### config.mk
export PLATFORM = sky130hd
export DESIGN_NAME = multicycle_ctrl_flat
export DESIGN_NICKNAME = d
export VERILOG_FILES = /design/src/rtl/multicycle_ctrl_pkg.sv /design/src/rtl/multicycle_ctrl_if.sv /design/src/rtl/multicycle_ctrl_alu_op_decoder.sv /design/src/rtl/multicycle_ctrl.sv /design/src/flat_wrapper.sv
export SDC_FILE = /design/constraint.sdc
export NUM_CORES = 1
export LEC_CHECK = 0
export ABC_AREA = 1
export BUFFER_PORTS_ARGS = -buffer_cell sky130_fd_sc_hd__buf_2
export CORE_MARGIN = 5
export CORE_UTILIZATION = 46
export DETAILED_ROUTE_END_ITERATION = 12
export GPL_TIMING_DRIVEN = 0
export HOLD_SLACK_MARGIN = 0.15
export PLACE_DENSITY = 0.77
export RECOVER_POWER = 50
export SLEW_MARGIN = 20
export SYNTH_ARGS = -nofsm -noshare
export SYNTH_HDL_FRONTEND = slang
export SYNTH_SLANG_ARGS = --single-unit
### constraint.sdc
create_clock -name clk_i -period 1.5 [get_ports clk_i]
set_clock_uncertainty 0.05 [all_clocks]
set_input_delay 0.225 -clock clk_i [delete_from_list [all_inputs] [get_ports clk_i]]
set_output_delay 0.225 -clock clk_i [all_outputs]
set_load 0.02 [all_outputs]
### src/rtl/multicycle_ctrl_pkg.sv
// rtl/multicycle_ctrl_pkg.sv - shared encodings for the RV32I multicycle control FSM
//
// Purpose: FSM state enum, RV32I opcode constants, ALU operation codes
//          (shared with the ALU), operand/result select codes and the
//          ALU-decode class used by alu_op_decoder.
// Ports:   none (package).

package multicycle_pkg;

  typedef enum logic [3:0] {
    S_FETCH    = 4'd0,
    S_DECODE   = 4'd1,
    S_EXECR    = 4'd2,
    S_EXECI    = 4'd3,
    S_LUI      = 4'd4,
    S_ALUWB    = 4'd5,
    S_MEMADR   = 4'd6,
    S_MEMREAD  = 4'd7,
    S_MEMWB    = 4'd8,
    S_MEMWRITE = 4'd9,
    S_BRANCH   = 4'd10,
    S_JAL      = 4'd11,
    S_JALR     = 4'd12,
    S_JALR_PC  = 4'd13,
    S_HALT     = 4'd14
  } state_e;

  typedef enum logic [3:0] {
    ALU_ADD = 4'h0,
    ALU_SUB = 4'h1,
    ALU_OR  = 4'h2,
    ALU_SLL = 4'h3,
    ALU_SRL = 4'h4,
    ALU_LUI = 4'h5,
    ALU_AND = 4'h6,
    ALU_XOR = 4'h7,
    ALU_BEQ = 4'h8,
    ALU_BNE = 4'h9,
    ALU_BLT = 4'hA,
    ALU_BGE = 4'hB
  } alu_op_e;

  // Which decode table the current state asks the ALU decoder to use.
  typedef enum logic [2:0] {
    CLS_ADD = 3'd0,
    CLS_R   = 3'd1,
    CLS_I   = 3'd2,
    CLS_BR  = 3'd3,
    CLS_LUI = 3'd4
  } alu_class_e;

  localparam logic [6:0] OP_R      = 7'b0110011;
  localparam logic [6:0] OP_I      = 7'b0010011;
  localparam logic [6:0] OP_LOAD   = 7'b0000011;
  localparam logic [6:0] OP_STORE  = 7'b0100011;
  localparam logic [6:0] OP_BRANCH = 7'b1100011;
  localparam logic [6:0] OP_JAL    = 7'b1101111;
  localparam logic [6:0] OP_JALR   = 7'b1100111;
  localparam logic [6:0] OP_LUI    = 7'b0110111;

  localparam logic [1:0] SRC_A_PC    = 2'b00;
  localparam logic [1:0] SRC_A_OLDPC = 2'b01;
  localparam logic [1:0] SRC_A_RS1   = 2'b10;

  localparam logic [1:0] SRC_B_RS2  = 2'b00;
  localparam logic [1:0] SRC_B_IMM  = 2'b01;
  localparam logic [1:0] SRC_B_FOUR = 2'b10;

  localparam logic [1:0] RES_ALUOUT = 2'b00;
  localparam logic [1:0] RES_DATA   = 2'b01;
  localparam logic [1:0] RES_ALU    = 2'b10;

endpackage

### src/rtl/multicycle_ctrl_if.sv
// rtl/multicycle_ctrl_if.sv - control/datapath bundle between the FSM and the shared datapath
//
// Purpose: groups the instruction fields, ALU Zero flag, memory handshake and
//          every datapath control output of multicycle_ctrl.
// Modports:
//   master - the control FSM: reads IR fields, zero_i, mem_ack_i; drives all *_o
//   slave  - the datapath/memory side: the reverse

interface multicycle_ctrl_if;
  logic [6:0] opcode_i;
  logic [2:0] funct3_i;
  logic       funct7_5_i;
  logic       zero_i;
  logic       mem_ack_i;
  logic [3:0] alu_operation_o;
  logic [1:0] alu_src_a_o;
  logic [1:0] alu_src_b_o;
  logic [1:0] result_src_o;
  logic       iord_o;
  logic       mem_req_o;
  logic       mem_we_o;
  logic       pc_write_o;
  logic       ir_write_o;
  logic       reg_write_o;
  logic       illegal_o;

  modport master (
    input  opcode_i, funct3_i, funct7_5_i, zero_i, mem_ack_i,
    output alu_operation_o, alu_src_a_o, alu_src_b_o, result_src_o,
           iord_o, mem_req_o, mem_we_o, pc_write_o, ir_write_o,
           reg_write_o, illegal_o
  );

  modport slave (
    output opcode_i, funct3_i, funct7_5_i, zero_i, mem_ack_i,
    input  alu_operation_o, alu_src_a_o, alu_src_b_o, result_src_o,
           iord_o, mem_req_o, mem_we_o, pc_write_o, ir_write_o,
           reg_write_o, illegal_o
  );
endinterface

### src/rtl/multicycle_ctrl_alu_op_decoder.sv
// rtl/multicycle_ctrl_alu_op_decoder.sv - combinational ALU operation decode
//
// Purpose: maps (decode class, funct3, funct7_5) to the 4-bit ALU operation
//          and flags funct3 values the class does not support.
// Ports:
//   alu_class     in   decode table selected by the FSM state
//   funct3        in   IR[14:12]
//   funct7_5      in   IR[30]
//   alu_operation out  ALU operation code (ADD when illegal)
//   illegal       out  funct3 not supported for this class

module alu_op_decoder
  import multicycle_pkg::*;
(
  input  alu_class_e alu_class,
  input  logic [2:0] funct3,
  input  logic       funct7_5,
  output alu_op_e    alu_operation,
  output logic       illegal
);

  always_comb begin
    alu_operation = ALU_ADD;
    illegal       = 1'b0;
    case (alu_class)
      CLS_R, CLS_I: begin
        case (funct3)
          3'b000:  alu_operation = (alu_class == CLS_R && funct7_5) ? ALU_SUB : ALU_ADD;
          3'b001:  alu_operation = ALU_SLL;
          3'b100:  alu_operation = ALU_XOR;
          3'b101:  alu_operation = ALU_SRL;
          3'b110:  alu_operation = ALU_OR;
          3'b111:  alu_operation = ALU_AND;
          default: illegal = 1'b1;
        endcase
      end
      CLS_BR: begin
        case (funct3)
          3'b000:  alu_operation = ALU_BEQ;
          3'b001:  alu_operation = ALU_BNE;
          3'b100:  alu_operation = ALU_BLT;
          3'b101:  alu_operation = ALU_BGE;
          default: illegal = 1'b1;
        endcase
      end
      CLS_LUI: alu_operation = ALU_LUI;
      default: alu_operation = ALU_ADD;
    endcase
  end

endmodule

### src/rtl/multicycle_ctrl.sv
// rtl/multicycle_ctrl.sv - multicycle control FSM for the RV32I datapath
//
// Purpose: Moore FSM (FETCH/DECODE/EXEC/MEM/WB/BRANCH/JAL/JALR) driving ALU
//          operation, operand selects and datapath write enables; memory is
//          accessed through a req/ack handshake.
// Ports:
//   clk_i    in  system clock, rising edge
//   rst_n_i  in  synchronous active-low reset
//   bus      multicycle_ctrl_if.master: IR fields, zero_i, mem_ack_i in;
//            alu_operation_o, selects, enables, mem_req_o/mem_we_o, illegal_o out
// Configuration:
//   ILLEGAL_TRAP_EN defined   - illegal instruction enters HALT (illegal_o=1)
//                               until reset
//   ILLEGAL_TRAP_EN undefined - illegal instruction is a NOP, illegal_o tied 0

module multicycle_ctrl
  import multicycle_pkg::*;
(
  input  logic               clk_i,
  input  logic               rst_n_i,
  multicycle_ctrl_if.master  bus
);

`ifdef ILLEGAL_TRAP_EN
  localparam state_e ILL_NEXT = S_HALT;
`else
  localparam state_e ILL_NEXT = S_FETCH;
`endif

  state_e     state_q, state_d;
  logic       run_q;
  logic       active;

  alu_class_e alu_class;
  alu_op_e    dec_op;
  logic       dec_ill;

  logic [3:0] op;
  logic [1:0] src_a, src_b, res_src;
  logic       iord, mem_req, mem_we, pc_write, ir_write, reg_write, illegal;

  // run_q keeps the FSM quiet for the cycle in which reset is released, so the
  // first request appears in the cycle after rst_n_i rises and an ack left
  // over from an aborted access cannot be mistaken for a fetch completion.
  assign active = rst_n_i & run_q;

  always_ff @(posedge clk_i) begin
    run_q <= rst_n_i;
    if (!active) begin
      state_q <= S_FETCH;
    end else begin
      state_q <= state_d;
    end
  end

  alu_op_decoder u_alu_op_decoder (
    .alu_class     (alu_class),
    .funct3        (bus.funct3_i),
    .funct7_5      (bus.funct7_5_i),
    .alu_operation (dec_op),
    .illegal       (dec_ill)
  );

  always_comb begin
    state_d   = state_q;
    alu_class = CLS_ADD;
    op        = ALU_ADD;
    src_a     = SRC_A_PC;
    src_b     = SRC_B_RS2;
    res_src   = RES_ALUOUT;
    iord      = 1'b0;
    mem_req   = 1'b0;
    mem_we    = 1'b0;
    pc_write  = 1'b0;
    ir_write  = 1'b0;
    reg_write = 1'b0;
    illegal   = 1'b0;

    case (state_q)
      S_FETCH: begin
        src_a   = SRC_A_PC;
        src_b   = SRC_B_FOUR;
        res_src = RES_ALU;
        mem_req = 1'b1;
        if (bus.mem_ack_i) begin
          ir_write = 1'b1;
          pc_write = 1'b1;
          state_d  = S_DECODE;
        end
      end

      // ALUOut captures oldPC + imm here: the branch/JAL target.
      S_DECODE: begin
        src_a = SRC_A_OLDPC;
        src_b = SRC_B_IMM;
        case (bus.opcode_i)
          OP_R:      state_d = S_EXECR;
          OP_I:      state_d = S_EXECI;
          OP_LOAD:   state_d = S_MEMADR;
          OP_STORE:  state_d = S_MEMADR;
          OP_BRANCH: state_d = S_BRANCH;
          OP_JAL:    state_d = S_JAL;
          OP_JALR:   state_d = S_JALR;
          OP_LUI:    state_d = S_LUI;
          default:   state_d = ILL_NEXT;
        endcase
      end

      S_EXECR: begin
        alu_class = CLS_R;
        src_a     = SRC_A_RS1;
        src_b     = SRC_B_RS2;
        op        = dec_op;
        state_d   = dec_ill ? ILL_NEXT : S_ALUWB;
      end

      S_EXECI: begin
        alu_class = CLS_I;
        src_a     = SRC_A_RS1;
        src_b     = SRC_B_IMM;
        op        = dec_op;
        state_d   = dec_ill ? ILL_NEXT : S_ALUWB;
      end

      S_LUI: begin
        alu_class = CLS_LUI;
        src_b     = SRC_B_IMM;
        op        = dec_op;
        state_d   = S_ALUWB;
      end

      S_ALUWB: begin
        res_src   = RES_ALUOUT;
        reg_write = 1'b1;
        state_d   = S_FETCH;
      end

      S_MEMADR: begin
        src_a   = SRC_A_RS1;
        src_b   = SRC_B_IMM;
        state_d = (bus.opcode_i == OP_LOAD) ? S_MEMREAD : S_MEMWRITE;
      end

      S_MEMREAD: begin
        mem_req = 1'b1;
        iord    = 1'b1;
        if (bus.mem_ack_i) begin
          state_d = S_MEMWB;
        end
      end

      S_MEMWB: begin
        res_src   = RES_DATA;
        reg_write = 1'b1;
        state_d   = S_FETCH;
      end

      S_MEMWRITE: begin
        mem_req = 1'b1;
        mem_we  = 1'b1;
        iord    = 1'b1;
        if (bus.mem_ack_i) begin
          state_d = S_FETCH;
        end
      end

      // The ALU reports "condition holds" as a non-zero result, so a taken
      // branch shows up as zero_i=0. PC loads the target already in ALUOut.
      S_BRANCH: begin
        alu_class = CLS_BR;
        src_a     = SRC_A_RS1;
        src_b     = SRC_B_RS2;
        res_src   = RES_ALUOUT;
        op        = dec_op;
        pc_write  = !bus.zero_i && !dec_ill;
        state_d   = dec_ill ? ILL_NEXT : S_FETCH;
      end

      // PC <- ALUOut (target) while the ALU forms oldPC + 4 for the link.
      S_JAL, S_JALR_PC: begin
        src_a    = SRC_A_OLDPC;
        src_b    = SRC_B_FOUR;
        res_src  = RES_ALUOUT;
        pc_write = 1'b1;
        state_d  = S_ALUWB;
      end

      S_JALR: begin
        src_a   = SRC_A_RS1;
        src_b   = SRC_B_IMM;
        state_d = S_JALR_PC;
      end

      S_HALT: begin
`ifdef ILLEGAL_TRAP_EN
        illegal = 1'b1;
        state_d = S_HALT;
`else
        state_d = S_FETCH;
`endif
      end

      default: state_d = S_FETCH;
    endcase

    if (!active) begin
      op        = 4'h0;
      src_a     = 2'b00;
      src_b     = 2'b00;
      res_src   = 2'b00;
      iord      = 1'b0;
      mem_req   = 1'b0;
      mem_we    = 1'b0;
      pc_write  = 1'b0;
      ir_write  = 1'b0;
      reg_write = 1'b0;
      illegal   = 1'b0;
    end
  end

  assign bus.alu_operation_o = op;
  assign bus.alu_src_a_o     = src_a;
  assign bus.alu_src_b_o     = src_b;
  assign bus.result_src_o    = res_src;
  assign bus.iord_o          = iord;
  assign bus.mem_req_o       = mem_req;
  assign bus.mem_we_o        = mem_we;
  assign bus.pc_write_o      = pc_write;
  assign bus.ir_write_o      = ir_write;
  assign bus.reg_write_o     = reg_write;
  assign bus.illegal_o       = illegal;

endmodule

### src/flat_wrapper.sv
// flat-port wrapper written by rule: the top's interface ports become plain ports
module multicycle_ctrl_flat import multicycle_pkg::*;
  (clk_i, rst_n_i, bus_opcode_i, bus_funct3_i, bus_funct7_5_i, bus_zero_i, bus_mem_ack_i, bus_alu_operation_o, bus_alu_src_a_o, bus_alu_src_b_o, bus_result_src_o, bus_iord_o, bus_mem_req_o, bus_mem_we_o, bus_pc_write_o, bus_ir_write_o, bus_reg_write_o, bus_illegal_o);
  multicycle_ctrl_if bus_i ();
  input  logic clk_i;
  input  logic rst_n_i;
  input wire logic [$bits(bus_i.opcode_i)-1:0] bus_opcode_i;
  input wire logic [$bits(bus_i.funct3_i)-1:0] bus_funct3_i;
  input wire logic [$bits(bus_i.funct7_5_i)-1:0] bus_funct7_5_i;
  input wire logic [$bits(bus_i.zero_i)-1:0] bus_zero_i;
  input wire logic [$bits(bus_i.mem_ack_i)-1:0] bus_mem_ack_i;
  output wire logic [$bits(bus_i.alu_operation_o)-1:0] bus_alu_operation_o;
  output wire logic [$bits(bus_i.alu_src_a_o)-1:0] bus_alu_src_a_o;
  output wire logic [$bits(bus_i.alu_src_b_o)-1:0] bus_alu_src_b_o;
  output wire logic [$bits(bus_i.result_src_o)-1:0] bus_result_src_o;
  output wire logic [$bits(bus_i.iord_o)-1:0] bus_iord_o;
  output wire logic [$bits(bus_i.mem_req_o)-1:0] bus_mem_req_o;
  output wire logic [$bits(bus_i.mem_we_o)-1:0] bus_mem_we_o;
  output wire logic [$bits(bus_i.pc_write_o)-1:0] bus_pc_write_o;
  output wire logic [$bits(bus_i.ir_write_o)-1:0] bus_ir_write_o;
  output wire logic [$bits(bus_i.reg_write_o)-1:0] bus_reg_write_o;
  output wire logic [$bits(bus_i.illegal_o)-1:0] bus_illegal_o;
  assign bus_i.opcode_i = bus_opcode_i;
  assign bus_i.funct3_i = bus_funct3_i;
  assign bus_i.funct7_5_i = bus_funct7_5_i;
  assign bus_i.zero_i = bus_zero_i;
  assign bus_i.mem_ack_i = bus_mem_ack_i;
  assign bus_alu_operation_o = bus_i.alu_operation_o;
  assign bus_alu_src_a_o = bus_i.alu_src_a_o;
  assign bus_alu_src_b_o = bus_i.alu_src_b_o;
  assign bus_result_src_o = bus_i.result_src_o;
  assign bus_iord_o = bus_i.iord_o;
  assign bus_mem_req_o = bus_i.mem_req_o;
  assign bus_mem_we_o = bus_i.mem_we_o;
  assign bus_pc_write_o = bus_i.pc_write_o;
  assign bus_ir_write_o = bus_i.ir_write_o;
  assign bus_reg_write_o = bus_i.reg_write_o;
  assign bus_illegal_o = bus_i.illegal_o;
  multicycle_ctrl u_core (.clk_i(clk_i), .rst_n_i(rst_n_i), .bus(bus_i));
endmodule
==> impl_summary.md <==
Flow run
The tool flagged a number of max-cap violations equal to 0.

Yosys
The share of synthesized area in the top cell type comes to 0.192. Synthesis produced a netlist whose cell count is around 140. The net count of the mapped netlist is ~160. The synthesized design spends more area on one cell type than any other, namely nand2_1. The most used flip-flop cell after synthesis is dfxtp_1. After synthesis, the share of flip-flops with an asynchronous set or reset is 0.

The share of the Yosys chip area taken by registers is 0.134. nand2_1 is the most common cell in the netlist. Yosys mapped a number of flops with a built-in enable equal to 0. The mean instance size in the synthesized netlist is 5.28 sq um. The cell area after technology mapping is 744 sq um. The register bit count reported by yosys is 5. During synthesis, Yosys emitted a total of 0 warnings. Counting instances in the post-synthesis netlist gives the leading cell types as nand2_1, inv_1, nor2_1, a21oi_1, nand3_1. The synthesized netlist contains 25 unique library cells. By area the synthesized netlist is led by nand2_1, dfxtp_1, inv_1.

Cells and area
In the final design database the tool counted 207 nets. For this run, the share of the core covered by cells in the final layout is 0.860. From synthesis to final layout, the design area changed by 76.0%. The number of antenna diodes in the final layout is 0. The finished cells cover ~0.0013 sq mm. After filler insertion, the fill cell instance count of the layout stands at 88. The proportion of layout cells with a drive suffix above 1 is 0.513.

Worst setup path
The required time of the critical path is 1220 ps. The worst endpoint data arrival time is 1530 ps. The kind of end point of the critical path is an output pin. The highest fanout seen on the critical path is 5.

The depth of the worst register-to-register path is 9. The total stage count of the critical path is 8. The startpoint type of the worst setup path is a flip-flop.

The kind of cell with the highest combined delay along the critical path is simple AND/OR/NAND/NOR gates. By startpoint and endpoint, the worst setup path is classified as flip-flop to output pin. The maximum cell stage delay along the critical path is 350 ps. The launching element of the worst setup path is u_core.state_q[3]. The largest individual stage delay along the critical path comes from the cell dfxtp_4. Traced cell by cell, the critical path runs through nor2_4 -> inv_4 -> nor2_4 -> nand2_1 -> nand2_1 -> nand2_1 -> a21oi_1 -> buf_4. The count of buffer and inverter cells on the critical path is 2. In this design, the critical path's most frequently occurring cell is nand2_1. The worst register-to-register path begins at u_core.state_q[1].

STA
The max-slew violation total from the final report was 0. The final hold violation count is 0. Setup violations remaining at the end of the flow were counted as 16. The maximum frequency from static timing analysis is 554 MHz. Setup repair after global routing could not meet its margin everywhere. The total negative slack for setup checks is -2720 ps.

The final critical delay including setup and external delays is 1810 ps. The fraction of the cycle the final worst path needs is 1.20. The setup slack of the critical path after layout is -306 ps.

Clock network
Buffers inserted during clock tree synthesis total 3. The TritonCTS clock tree is yes. The clock reaches the later pin of the worst-skew pair after 240 ps.

No sink is reached through more buffers than the 2 on the longest clock path. Counting every sink on the clock net gives 5. The register clock-pin slew on the reported worst setup and hold paths is 40 ps. The H-tree depth is 1. In this run the clock root is driven by a clkbuf_4.

Placed design
The total half-perimeter wirelength after legalization and detailed placement is 1.76 mm. The worst setup slack before clock tree synthesis is -133 ps. The routability-driven placement congestion ratio is 0.886. The number of buffers added on ports is 30.

Once placement finished, the instance area stood at 928 sq um.

Global route
The first global-routing pass estimated roughly 4.0 mm of wire. For this run, the total global-route usage over all layers was measured as 0.195. The number of global-route vias before repair is 1019. For met1 alone, demand over resource in global routing was 0.215. In the global route stage, met2 resource usage came out at 0.345. The remaining global-route overflow is 0. The number of antenna violations at the first check in global routing is 0. The highest-utilization routing layer at the global route stage is met2. Entering global routing, the biggest net connects 11 pins.

For this run, global-route usage on met3 was measured as 0.0296.

Floorplanning
The die width is around 50 um. The placement row count is 14. During I/O placement, the number of pins put on the boundary was 32. The area of the placeable core is ~0.0015 sq mm.

In this run the vertical extent of the chip is 50.2 um. The starting density of the core is 0.489. The die covers 0.00252 sq mm.

Route
The total DRC errors in the routed layout is 0. Once detail routing completed, the nets flagged for antenna violations numbered 0. In the final routed layout, each cell accounts on average for ~15 um.

The detailed router placed 1182 vias in this run. The detailed-route wire length is 3.19 mm. In this run, the number of DRC markers left after iteration 0 of detailed routing was 35. The pre-antenna-repair detailed-routing pass consisted of 4 iterations. In the routed layout, each cell is associated on average with a via count of about 5.7.

Hold path
The class of the tightest hold or removal check is primary input to flip-flop. The startpoint of the worst hold path is rst_n_i. The cell count of the worst hold path is 3.

Outcome
The flow ran to the end, but the final reports show violations. The final reports fail on negative setup slack.

Pwr
The power after layout is 0.455 mW. The static power due to leakage is 0.634 nW. Across the VDD grid, the largest voltage drop is 0.505 mV. The power density relative to cell area is 347 mW/mm^2.
==> cell type report <==
class	instances	area [sq um]	share of cell area
clock buffer	4	26.3	0.0201
tap	16	20.0	0.0153
buffer	2	15.0	0.0115
inverter	28	114	0.0869
timing repair buffer	46	343	0.262
sequential	5	115	0.0879
multi-input combinational	106	677	0.517
==> what timing repair did <==
item | CTS | global route
setup buffers | 10 | 6
hold buffers | 1 | 0
resized for setup | 46 | 33
endpoints found under the setup margin | 16 | 16
hold endpoints to repair | 1 | 0
pin swaps | 8 | 10
==> report_power, final <==
group | internal, mW | switching, mW | leakage, nW
Clock | 0.100 | 0.0533 | 0.0150
Sequential | 0.131 | 0.00537 | 0.0439
Combinational | 0.0649 | 0.100 | 0.575
Total | 0.296 | 0.159 | 0.634
==> placed cells by master, fill, tap and decap left out, types with 2 or more instances in the layout <==
master,instances
clkbuf_1,2
inv_2,5
nand3_2,2
nand4_1,3
nand3_1,10
a21oi_4,2
dfxtp_4,4
inv_1,19
buf_4,23
nand2_2,7
buf_6,9
a21oi_2,4
buf_2,14
nor3_1,2
nor2_2,6
o21ai_1,5
a21oi_1,6
clkbuf_4,3
nor2_1,10
nor2_4,6
nand2_1,29
inv_4,3
nand2_4,4
==> tightest hold or removal path: stages <==
cell      delay, ps
clkbuf_1        120
nand2_4         180
a21oi_1          70
==> worst paths after layout <==
check                           endpoint  slack [ps]
setup / recovery  bus_alu_operation_o[1]        -310
hold reg to reg        u_core.state_q[3]         550
hold / removal         u_core.state_q[3]         360
setup reg to reg       u_core.state_q[0]         -10
==> per-layer routing <==
| layer | part of all wire | wire (um) |
|---|---|---|
| met1 | 0.36 | 1150 |
| met2 | 0.51 | 1610 |
| met3 | 0.076 | 242 |
| met4 | 0.055 | 175 |
| met5 | 0 | 0 |
==> metrics by stage <==
stage | std cells | hold slack [ps]
3_5_place_dp | 187 | 293
2_1_floorplan | 141 | 203
4_1_cts | 202 | 317
6_report | 207 | 355
5_1_grt | 207 | 368
3_3_place_gp | 187 | 293
==> registers in the layout (all words and copies together) (netlist names) <==
| signal | cells |
|---|---|
| u_core.state_q | 4 |
| u_core.run_q | 1 |
==> cell families (layout without fill, tap and decap cells) <==
logic type / Yosys count / in the layout / share of synthesized area
and+or+nand+nor: 83 / 83 / 0.538
buffers and inverters: 30 / 80 / 0.156
AOI/OAI and AO/OA: 22 / 22 / 0.166
DFF: 5 / 5 / 0.134
other: 1 / 1 / 0.00504
(Power assumes the default switching activity.)
